`src/rtl/pipeline_control_ldst_arbiter.sv`:
```
// Two-requester arbiter for the core's single load/store port.
// An in-order ID FIFO routes each LDST response back to the requester that issued it.
module pipeline_control_ldst_arbiter #(
  parameter int unsigned P_OUTSTANDING = 4
) (
  input  logic        iCLOCK,
  input  logic        iRESET_SYNC,
  input  logic        iA_USE,
  input  logic        iA_REQ,
  input  logic [1:0]  iA_ORDER,
  input  logic        iA_RW,
  input  logic [31:0] iA_ADDR,
  input  logic [31:0] iA_DATA,
  input  logic        iB_USE,
  input  logic        iB_REQ,
  input  logic [1:0]  iB_ORDER,
  input  logic        iB_RW,
  input  logic [31:0] iB_ADDR,
  input  logic [31:0] iB_DATA,
  output logic        oA_BUSY,
  output logic        oA_VALID,
  output logic [31:0] oA_DATA,
  output logic        oB_BUSY,
  output logic        oB_VALID,
  output logic [31:0] oB_DATA,
  output logic        oLDST_USE,
  output logic        oLDST_REQ,
  output logic [1:0]  oLDST_ORDER,
  output logic        oLDST_RW,
  output logic [31:0] oLDST_ADDR,
  output logic [31:0] oLDST_DATA,
  input  logic        iLDST_BUSY,
  input  logic        iLDST_REQ,
  input  logic [31:0] iLDST_DATA,
  output logic        oPROTO_ERR
);

  localparam int unsigned PTR_W = (P_OUTSTANDING > 1) ? $clog2(P_OUTSTANDING) : 1;
  localparam int unsigned CNT_W = PTR_W + 1;
  localparam logic        ID_A  = 1'b0;
  localparam logic        ID_B  = 1'b1;

  typedef enum logic [1:0] {
    ST_IDLE  = 2'd0,
    ST_OWN_A = 2'd1,
    ST_OWN_B = 2'd2
  } state_t;

  state_t                   r_state;
  state_t                   w_state_next;
  logic                     r_last_grant;
  logic                     w_last_grant_next;
  logic [P_OUTSTANDING-1:0] r_id_fifo;
  logic [PTR_W-1:0]         r_wr_ptr;
  logic [PTR_W-1:0]         r_rd_ptr;
  logic [CNT_W-1:0]         r_count;

  logic w_own_a;
  logic w_own_b;
  logic w_fifo_full;
  logic w_fifo_empty;
  logic w_issue;
  logic w_pop;
  logic w_head_id;

  assign w_own_a      = (r_state == ST_OWN_A);
  assign w_own_b      = (r_state == ST_OWN_B);
  assign w_fifo_full  = (r_count == CNT_W'(P_OUTSTANDING));
  assign w_fifo_empty = (r_count == '0);
  assign w_head_id    = r_id_fifo[r_rd_ptr];

  // Issue needs a live owner; a pop in the same cycle does not free a slot for a full FIFO.
  assign w_issue = !iRESET_SYNC && !iLDST_BUSY && !w_fifo_full &&
                   ((w_own_a && iA_USE && iA_REQ) || (w_own_b && iB_USE && iB_REQ));
  assign w_pop   = !iRESET_SYNC && iLDST_REQ && !w_fifo_empty;

  // State register, grant history and response-ID FIFO.
  always_ff @(posedge iCLOCK) begin
    if (iRESET_SYNC) begin
      r_state      <= ST_IDLE;
      r_last_grant <= ID_B;
      r_id_fifo    <= '0;
      r_wr_ptr     <= '0;
      r_rd_ptr     <= '0;
      r_count      <= '0;
    end else begin
      r_state      <= w_state_next;
      r_last_grant <= w_last_grant_next;
      if (w_issue) begin
        r_id_fifo[r_wr_ptr] <= w_own_b ? ID_B : ID_A;
        r_wr_ptr            <= r_wr_ptr + PTR_W'(1);
      end
      if (w_pop) begin
        r_rd_ptr <= r_rd_ptr + PTR_W'(1);
      end
      case ({w_issue, w_pop})
        2'b10:   r_count <= r_count + CNT_W'(1);
        2'b01:   r_count <= r_count - CNT_W'(1);
        default: r_count <= r_count;
      endcase
    end
  end

  // Next-state and port outputs; every output is forced to its reset value while reset is high.
  always_comb begin
    w_state_next      = r_state;
    w_last_grant_next = r_last_grant;
    oLDST_USE         = 1'b0;
    oLDST_REQ         = w_issue;
    oLDST_ORDER       = 2'b00;
    oLDST_RW          = 1'b0;
    oLDST_ADDR        = 32'h0;
    oLDST_DATA        = 32'h0;
    oA_BUSY           = 1'b1;
    oB_BUSY           = 1'b1;
    oA_VALID          = w_pop && (w_head_id == ID_A);
    oB_VALID          = w_pop && (w_head_id == ID_B);
    oA_DATA           = iLDST_DATA;
    oB_DATA           = iLDST_DATA;
    oPROTO_ERR        = !iRESET_SYNC && iLDST_REQ && w_fifo_empty;

    case (r_state)
      ST_IDLE: begin
        if (iA_USE && (!iB_USE || (r_last_grant == ID_B))) begin
          w_state_next      = ST_OWN_A;
          w_last_grant_next = ID_A;
        end else if (iB_USE) begin
          w_state_next      = ST_OWN_B;
          w_last_grant_next = ID_B;
        end
      end
      ST_OWN_A: begin
        if (!iA_USE) begin
          if (iB_USE) begin
            w_state_next      = ST_OWN_B;
            w_last_grant_next = ID_B;
          end else begin
            w_state_next = ST_IDLE;
          end
        end
      end
      ST_OWN_B: begin
        if (!iB_USE) begin
          if (iA_USE) begin
            w_state_next      = ST_OWN_A;
            w_last_grant_next = ID_A;
          end else begin
            w_state_next = ST_IDLE;
          end
        end
      end
      default: w_state_next = ST_IDLE;
    endcase

    if (!iRESET_SYNC) begin
      oLDST_USE = (r_state != ST_IDLE) || !w_fifo_empty;
      oA_BUSY   = !w_own_a || iLDST_BUSY || w_fifo_full;
      oB_BUSY   = !w_own_b || iLDST_BUSY || w_fifo_full;
      if (w_own_a) begin
        oLDST_ORDER = iA_ORDER;
        oLDST_RW    = iA_RW;
        oLDST_ADDR  = iA_ADDR;
        oLDST_DATA  = iA_DATA;
      end else if (w_own_b) begin
        oLDST_ORDER = iB_ORDER;
        oLDST_RW    = iB_RW;
        oLDST_ADDR  = iB_ADDR;
        oLDST_DATA  = iB_DATA;
      end
    end
  end

endmodule

```
`config.mk`:
```
export PLATFORM = sky130hd
export DESIGN_NAME = pipeline_control_ldst_arbiter
export DESIGN_NICKNAME = d
export VERILOG_FILES = /design/src/rtl/pipeline_control_ldst_arbiter.sv
export SDC_FILE = /design/constraint.sdc
export NUM_CORES = 1
export LEC_CHECK = 0
export ABC_AREA = 1
export CAP_MARGIN = 20
export CORE_AREA = 3 3 120 122
export DETAILED_ROUTE_END_ITERATION = 6
export DIE_AREA = 0 0 123 125
export GPL_TIMING_DRIVEN = 0
export PLACE_DENSITY = 0.62
export SYNTH_ARGS = -nofsm -noshare
export SYNTH_HDL_FRONTEND = slang
export SYNTH_SLANG_ARGS = --single-unit
```
`constraint.sdc`:
```
create_clock -name iCLOCK -period 2.7 [get_ports iCLOCK]
set_input_delay 0.54 -clock iCLOCK [delete_from_list [all_inputs] [get_ports iCLOCK]]
set_output_delay 0.54 -clock iCLOCK [all_outputs]
set_load 0.05 [all_outputs]
```
==> key figures <==
STA
  • Max Clk Rate: about 0.38 GHz
  • Remaining max-slew budget at the tightest pin: 0.4651
  • Final Skew: 0.001001 ns
  • Setup WS post-layout: 0.07168 ns
  • Post-route fraction of the period consumed by the critical path: 0.9735
  • Max-slew violation count: 0
  • Worst Tran Pin Value: 0.8023 ns
  • Endpoints failing hold: 0
  • Count of final setup violators: 0
  • Shortest period the worst path allows: 2.628 ns
  • RSZ-0062 raised after global routing: true

Setup path
  • CP max stage cell: clkdlybuf4s50_1
  • Req. time, crit path: 2.16 ns
  • Element type at the critical path end: primary output
  • Largest incremental delay on the critical path: 0.71 ns
  • Crit path arrival time: 2.09 ns
  • CP top delay family: buffers and inverters
  • Startpoint Class: input pin
  • Cells traversed along the worst timing path: clkdlybuf4s50_1, inv_1, nand2_4, a21oi_4, nand2_1, clkdlybuf4s50_1
  • Cell repeated most along the worst path: clkdlybuf4s50_1
  • Category of the critical setup timing path: in2out
  • Max Fanout on Critical Path: 7
  • Count of buffer and inverter cells on the critical path: 3

Worst hold path
  • Class of the most critical hold timing path: reg2reg

Power and ir drop
  • Switching power summed over all nets: 1.469 mW
  • Comb pwr share: 0.786
  • Internal power consumption: about 1.2 mW
  • Switching power as a share of total power: 0.5583
  • Leakage power summed over all cells: 2.290 nW
  • Power density over the cells: 494.1 mW/mm^2
  • Relative contribution of the clock network to total power: 0.119
  • Worst supply voltage drop on vdd: 0.2161 mV
  • Part of the power in registers: 0.096

Clocking
  • Post-CTS setup repair buffer count: 0
  • Worst-Skew Late Latency: between 0.2 and 0.25 ns
  • Hold buffer count at CTS: 0
  • Clock tree from TritonCTS: done
  • H-Tree Depth: 1
  • Clk sinks: 14
  • Clk root buf: clkbuf_16
  • Number of buffers added by the clock tree synthesis step: 3
  • Maximum buffer depth of the clock tree: 2
  • CTS clk-pin slew, worst paths: 0.05 ns

Finish
  • Net total in the final layout: 904
  • Count of antenna diodes in the layout: 0
  • Post-route insts no fill: 895
  • Fill count: 1459
  • Multi-input logic area: 0.001420 sq mm
  • Proportion of layout cells with a drive suffix above 1: 0.2239
  • Area growth from synthesis to layout: 118.2%
  • Sequential cell area: 280.3 sq um

Place
  • Post-DP HPWL: 11350 um
  • Final weighted congestion of routability-driven global placement: roughly 0.83
  • Worst slack, placed: -0.3123 ns
  • Port buffer count: 278
  • Post-Place Cells: 891

Routing
  • Post-route DRC violation count: 0
  • Initial DRC Count: 144
  • Count of nets left with antenna violations after detail routing: 0
  • Detail Route met2 WL: 6695 um
  • Number of vias per cell after detailed routing: about 4.0
  • Final Routed Wirelength: between 10000 and 15000 um
  • Detailed-router iteration count before antenna repair: 5
  • Met3 routed wirelength: 1631 um
  • Count of vias placed by the detailed router: 3612
  • Top layer in use: met4
  • Wire length the detailed router placed on met1: 5008 um
  • Avg WL per Cell: 15.15 um

Synth
  • Count of unique library cells instantiated by Yosys: 24
  • Flip-flop and latch count after synthesis: 14
  • Netlist Area Pre-Place: 0.002441 sq mm
  • Net count after synthesis: 621
  • Per-instance average area after synthesis: ~5.6 sq um
  • Sequential cell area fraction in the yosys report: 0.1148
  • Synthesized instance count: 437
  • Count of yosys warnings during synthesis: 0

Status
  • Status: complete, no violations

Flow run
  • Max-cap viol count: 0

Die
  • Core region area: 0.01330 sq mm
  • Top-level I/O count: 312
  • Die extent in y: 125 um
  • Std-Cell Rows: 42
  • Floorplan die width: 123 um
  • Initial core utilization: 0.1836
  • Area of the die: 0.01538 sq mm

Global route
  • All-layer global routing usage: 0.1621
  • Pin count of the biggest net entering global routing: 11
  • Wire length of the first global-routing pass: between 15000 and 20000 um
  • Via count of the first global-routing pass: 3508
  • Antenna violations before repair: 0
  • Overflow left after global routing: 0
## cells by family after synthesis
logic type      synth area share
compound gates            0.1871
xor+xnor                0.003589
fa+ha+maj                0.05433
buf+inv                   0.3050
flops                     0.1148
simple gates              0.3352
## cell usage after synthesis
| cell type | n | share of area |
|---|---|---|
| xor2_1 | 1 | 0.0036 |
| inv_4 | 1 | 0.0026 |
| buf_2 | 5 | 0.010 |
| nand2_1 | 163 | 0.25 |
| nor2_2 | 1 | 0.0026 |
| a21oi_1 | 77 | 0.16 |
| inv_2 | 2 | 0.0031 |
| nand4_1 | 8 | 0.021 |
| nor2_4 | 1 | 0.0046 |
| nand2_2 | 2 | 0.0051 |
| buf_4 | 65 | 0.20 |
| ha_1 | 9 | 0.046 |
| nand2_4 | 1 | 0.0046 |
| inv_1 | 30 | 0.046 |
| a21oi_4 | 1 | 0.0067 |
| buf_6 | 5 | 0.023 |
| clkbuf_1 | 13 | 0.020 |
| dfxtp_1 | 14 | 0.11 |
| nor2_1 | 14 | 0.022 |
| nor3_1 | 1 | 0.0020 |
| nand3b_1 | 1 | 0.0031 |
| o21ai_0 | 11 | 0.023 |
| nand3_1 | 10 | 0.021 |
| fa_1 | 1 | 0.0082 |
## power groups by stage
stage | Clock (mW) | Sequential, mW | Combinational, mW
2_1_floorplan | 0 | 0.250 | 1.37
3_3_place_gp | 0 | 0.256 | 2.18
3_5_place_dp | 0 | 0.255 | 2.18
4_1_cts | 0.323 | 0.251 | 2.10
5_1_grt | 0.330 | 0.255 | 2.22
6_report | 0.312 | 0.252 | 2.07
## per-stage QoR
stage	setup TNS [ns]	util	area (sq um)	hold slack [ns]	power (mW)
2_1_floorplan	0	-	2441	0.4730	1.624
3_5_place_dp	-10.60	0.4095	5444	0.5031	2.434
6_report	0	0.4006	5326	0.5075	2.632
3_3_place_gp	-9.975	0.4095	5444	0.4999	2.433
5_1_grt	-0.03294	0.4006	5326	0.5434	2.804
4_1_cts	0	0.4074	5416	0.5110	2.674
## flip-flops by register name (all words and copies together), names as in the netlist
name / flops
r_last_grant: 1
r_rd_ptr: 2
r_wr_ptr: 2
r_id_fifo: 4
r_state: 2
r_count: 3
## timing repair
action,in CTS,in global routing
gates resized for setup,272,82
setup endpoints to repair,71,47
pin swaps,0,0
## cell usage in the layout, fill, tap and decap left out, drive strengths merged, types with 2 or more instances in the layout
cell type      netlist  routed
clkbuf              13      32
nand3               10      10
clkdlybuf4s15        0      10
dlygate4sd2          0       3
a21oi               78      78
nand2              166     166
nor2                16      16
dfxtp               14      14
ha                   9       9
buf                 75     116
nand4                8       8
clkdlybuf4s18        0       2
inv                 33      33
o21ai               11      11
clkdlybuf4s50        0     207
## per-layer routing
metal	global-route usage	vias to the layer above
li1	-	1878
met1	0.1813	1537
met2	0.2927	183
met3	0.06143	14
met4	0.02932	0
met5	0	-
## tightest hold or removal path: stages (launching register included)
cell     delay [ns]
dfxtp_1        0.33
nand2_1        0.07
a21oi_1        0.05
## area by class of cell
type                            count  share of cell area
Inverter                           33             0.02373
Multi-Input combinational cell    302              0.2666
Tap cell                          176             0.04134
Timing Repair Buffer              278              0.4811
Buffer                             88              0.1179
Sequential cell                    14             0.05262
Clock buffer                        4             0.01668
## path summary, 6_finish.rpt
path / from / end / slack (ns) / cells past startpoint
max: iLDST_BUSY / oB_BUSY / 0.07 / 6
min: r_state[1]$_SDFFE_PP0P_ / r_state[1]$_SDFFE_PP0P_ / 0.51 / 2
max reg2reg: r_state[1]$_SDFFE_PP0P_ / r_count[2]$_SDFFE_PP0P_ / 0.38 / 13
min reg2reg: r_state[1]$_SDFFE_PP0P_ / r_state[1]$_SDFFE_PP0P_ / 0.51 / 2
Power figures use the tool's default switching activity.
